<file path="config.mk">
export PLATFORM = sky130hd
export DESIGN_NAME = tx_wrr_scheduler
export DESIGN_NICKNAME = d
export VERILOG_FILES = /design/src/rtl/tx_sched_pkg.sv /design/src/rtl/tx_wrr_scheduler_rr_pick.sv /design/src/rtl/tx_wrr_scheduler.sv
export SDC_FILE = /design/constraint.sdc
export NUM_CORES = 1
export LEC_CHECK = 0
export CORE_ASPECT_RATIO = 0.8
export CORE_UTILIZATION = 50
export CTS_BUF_LIST = sky130_fd_sc_hd__clkbuf_8 sky130_fd_sc_hd__clkbuf_16
export DETAILED_ROUTE_END_ITERATION = 16
export PLACE_DENSITY = 0.75
export RECOVER_POWER = 100
export SLEW_MARGIN = 20
export SYNTH_ARGS = -nofsm -noshare
export SYNTH_HDL_FRONTEND = slang
export SYNTH_SLANG_ARGS = --single-unit
</file>
<file path="constraint.sdc">
create_clock -name clk -period 4.1 [get_ports clk]
set_input_delay 1.025 -clock clk [delete_from_list [all_inputs] [get_ports clk]]
set_output_delay 1.025 -clock clk [all_outputs]
set_load 0.02 [all_outputs]
</file>
<file path="src/rtl/tx_sched_pkg.sv">
// Shared types and defaults for the TX weighted round-robin scheduler.
package tx_sched_pkg;

    localparam int NQ_DEF = 3;
    localparam int WW_DEF = 4;

    typedef enum logic [1:0] {
        IDLE   = 2'd0,
        RELOAD = 2'd1,
        GRANT  = 2'd2
    } sched_state_e;

    function automatic logic [31:0] onehot(input int unsigned idx);
        onehot = 32'd1 << idx;
    endfunction

endpackage

</file>
<file path="src/rtl/tx_wrr_scheduler_rr_pick.sv">
// Circular priority picker: first set mask bit strictly after ptr, wrapping around.
module rr_pick #(
    parameter int NQ = 3,
    parameter int PW = (NQ > 1) ? $clog2(NQ) : 1
) (
    input  logic [NQ-1:0] mask,
    input  logic [PW-1:0] ptr,
    output logic [PW-1:0] idx,
    output logic          valid
);

    int cand;

    // Scan outward from ptr+1 so the queue just served has lowest priority.
    always_comb begin
        idx   = '0;
        valid = 1'b0;
        cand  = 0;
        for (int k = 1; k <= NQ; k++) begin
            cand = int'(ptr) + k;
            if (cand >= NQ) begin
                cand = cand - NQ;
            end
            if (!valid && mask[cand[PW-1:0]]) begin
                valid = 1'b1;
                idx   = cand[PW-1:0];
            end
        end
    end

endmodule

</file>
<file path="src/rtl/tx_wrr_scheduler.sv">
// Weighted round-robin selector for the TX egress queues; holds one-hot gnt for a whole packet.
module tx_wrr_scheduler
    import tx_sched_pkg::*;
#(
    parameter int NQ = NQ_DEF,
    parameter int WW = WW_DEF
) (
    input  logic             clk,
    input  logic             reset_n,
    input  logic [NQ-1:0]    req,
    input  logic             arb_nxt,
    input  logic [NQ*WW-1:0] weight,
    output logic [NQ-1:0]    gnt,
    output logic             busy,
    output logic             round_start
);

    localparam int PW = (NQ > 1) ? $clog2(NQ) : 1;

    sched_state_e  state;
    logic [WW-1:0] credit [NQ];
    logic [PW-1:0] ptr;
    logic [NQ-1:0] elig;
    logic [NQ-1:0] want;
    logic [PW-1:0] pick_idx;
    logic          pick_valid;

    // A zero weight disables a queue outright, regardless of its leftover credit.
    always_comb begin
        want = '0;
        elig = '0;
        for (int i = 0; i < NQ; i++) begin
            want[i] = req[i] & (weight[i*WW +: WW] != '0);
            elig[i] = want[i] & (credit[i] != '0);
        end
    end

    rr_pick #(
        .NQ (NQ),
        .PW (PW)
    ) u_pick (
        .mask  (elig),
        .ptr   (ptr),
        .idx   (pick_idx),
        .valid (pick_valid)
    );

    always_ff @(posedge clk or negedge reset_n) begin
        if (!reset_n) begin
            state       <= IDLE;
            gnt         <= '0;
            busy        <= 1'b0;
            round_start <= 1'b0;
            ptr         <= PW'(NQ - 1);
            for (int i = 0; i < NQ; i++) begin
                credit[i] <= '0;
            end
        end else begin
            round_start <= 1'b0;
            case (state)
                IDLE: begin
                    if (pick_valid) begin
                        gnt   <= NQ'(onehot(32'(pick_idx)));
                        ptr   <= pick_idx;
                        busy  <= 1'b1;
                        state <= GRANT;
                    end else if (|want) begin
                        round_start <= 1'b1;
                        state       <= RELOAD;
                    end
                end
                RELOAD: begin
                    for (int i = 0; i < NQ; i++) begin
                        credit[i] <= weight[i*WW +: WW];
                    end
                    state <= IDLE;
                end
                GRANT: begin
                    // Grant is held even if req drops; only the packet end releases it.
                    if (arb_nxt) begin
                        if (credit[ptr] != '0) begin
                            credit[ptr] <= credit[ptr] - 1'b1;
                        end
                        gnt   <= '0;
                        busy  <= 1'b0;
                        state <= IDLE;
                    end
                end
                default: begin
                    state <= IDLE;
                end
            endcase
        end
    end

endmodule

</file>
==> impl_results.md <==
- Status: complete, no violations
- Leakage: between 0.6 and 0.7 nW
- Layout area overhead: 19.0%
- Final Power: approximately 1.4 mW
- Leading post-synthesis cells by cell area: dfrtp_1 35%, ha_1 6.9%, nor2_1 5.7%
- EDFF count, synth: 0
- Mapped Cells: 157
- DP Wirelength: 2860 um
- Post-synth top cells: 22 x nor2_1, 20 x dfrtp_1, 14 x nand2_1
- Global Route met1 Usage: 35.4%
- Finish-stage setup viols: 0
- Met3 usage: 6.94%
- Share of cells above drive strength 1: 6.21%
- Drt first pass iters: 4
- Die height: between 50 and 60 um
- Hold Fails Final Rpt: 0
- Antenna violation net count after detailed routing: 0
- Slew margin rel.: approximately 37%
- Wire per inst: 17.5 um
- DR vias/cell: a little over 6
- Fill count: ~250
- GRT Total Usage: between 20% and 30%
- Final Worst Setup Slack: ~850 ps
- Crit end category: flop
- Primary FF master, synth: dfrtp_1
- GR Util met2: around 42%
- Clock Skew: about 1.8 ps
- FMAX: a little over 0.3 GHz
- Worst hold path depth: 2
- Core Region: roughly 2700 um^2
- Post-synth ARST share: 100%
- Synth cell types: 43
- Starting DRT DRC Count: between 80 and 90
- Post-place setup slack: a little under 900 ps
- Hold Crit Class: flop to flop
- Crit path arrival time: about 3400 ps
- Syn Area/Cell: between 9 and 10 um^2
- Die X-Extent: around 62 um
- Post-Syn Nets: roughly 180
- H-tree Lvls: 1
- Total Wirelength: about 3800 um
- Clock sinks: 21
- Worst Path Max Fanout: 10
- Nets: ~200
- R2R depth: 10
- TritonCTS clock tree: built
- Vias in the first global route: 1267
- #FFs+latches synth: 21
- Global-route wire length before repair: about 6200 um
- Placed instance area: 1680 um^2
- Seq/Total Area, Yosys: between 30% and 40%
- CTS buffer count: 3
- Initial Util: 52.7%
- CTS resizes: 0
- Hold WS: between 400 and 500 ps
- Initial antenna violation count: 0
- Finished Cell Area: 1720 um^2
- Number of port buffers: 22
- Number of max-cap violations: 0
- Critical Path RT: approximately 4300 ps
- Critical path type: primary input to flop
- Peak supply drop: roughly 0.34 mV
- Placed insts: roughly 210
- CTS clk-pin slew, worst paths: 80 ps
- Hold-fix buffers at CTS: 0
- Yosys warnings: 0
- Post-route DRC: 0
- Gr ovfl total: 0
- Placement row count: 17
- Final min period: 3250 ps
- RSZ-0062 raised after global routing: no
- Worst-Margin Slew: 942 ps
- Top-area cell type share of the netlist area: 34.6%
- Mapped cell area: approximately 1400 um^2
- N_diodes: 0
- Post-Route Setup TNS: 0 ps
- CTS root buf: clkbuf_8
- CTS max path bufs: 2
- Post-Layout Cell Count: approximately 220
- Final Slew Violations: 0
- Synth area leader: dfrtp_1
- Crit start category: primary input
- Die area: ~3100 um^2
- Count leader, synth: nor2_1
- IO Pins: 23
- Routability cong.: a little over 0.9
- Largest net degree at the start of global routing: 22
- Most Crowded Layer GR: met2
- Clk_lat worst skew: 270 ps
- Post-CTS setup buffers: 0
- Total number of vias: 1333
- Cell Pwr Density: 802 nW/um^2
- Finished Core Util: 62.7%
- Fin crit share: between 70 and 80%
==> cells in the final DEF (no fill, tap or decap), drive strengths merged, types with 5 or more instances in the layout <==
cell type,n
nor2,22
o21ai,11
ha,8
clkdlybuf4s50,15
dfrtp,20
a21oi,7
nand2,14
nor2b,5
mux2i,5
dlygate4sd3,7
o22a,6
==> flip-flops by register name, indices dropped and copies added, names as in the netlist <==
register / count
credit: 12
gnt: 3
ptr: 2
state: 2
busy: 1
round_start: 1
==> power by group <==
part	switching (mW)	internal, mW
Clock	0.0765	0.0690
Combinational	0.505	0.338
Sequential	0.0895	0.303
==> cell families after synthesis <==
kind of cell	synth area share (%)
XOR/XNOR	0.606
flip-flops	36.4
multiplexers	3.46
buffers and inverters	4.58
AO/OA/AOI/OAI	29.6
adder cells (fa/ha/maj)	6.92
AND/OR/NAND/NOR	18.4
==> routing by layer <==
metal  vias up  wire (um)
met1       631       1690
li1        631          -
met2        57       1690
met3        14        305
met5         -          0
met4         0         80
==> final timing paths <==
| kind | end | from | slack [ps] |
|---|---|---|---|
| setup / recovery | gnt[2] | weight[5] | 850 |
| hold / removal | busy | busy | 490 |
| setup reg to reg | credit[8] | ptr[1] | 1040 |
| hold reg to reg | busy | busy | 490 |
| max in group asynchronous | credit[11] | reset_n | 2190 |
| min in group asynchronous | credit[4] | reset_n | 1340 |
==> area by class of cell <==
cell class / count / area (um^2) / share of cell area (%)
clock buffer: 3 / 41.3 / 2.40
timing repair buffer: 24 / 231 / 13.4
inverter: 4 / 15.0 / 0.872
sequential: 21 / 527 / 30.6
clock inverter: 1 / 7.51 / 0.436
tap: 38 / 47.5 / 2.76
multi-input combinational: 124 / 852 / 49.5
==> worst max-delay path: stages <==
cell and delay, ps:
dlygate4sd3_1 550, o41a_2 570, and2_2 230, a32oi_1 280, a311o_1 420, nor2_1 120, a31o_1 210
(Power assumes the default switching activity.)
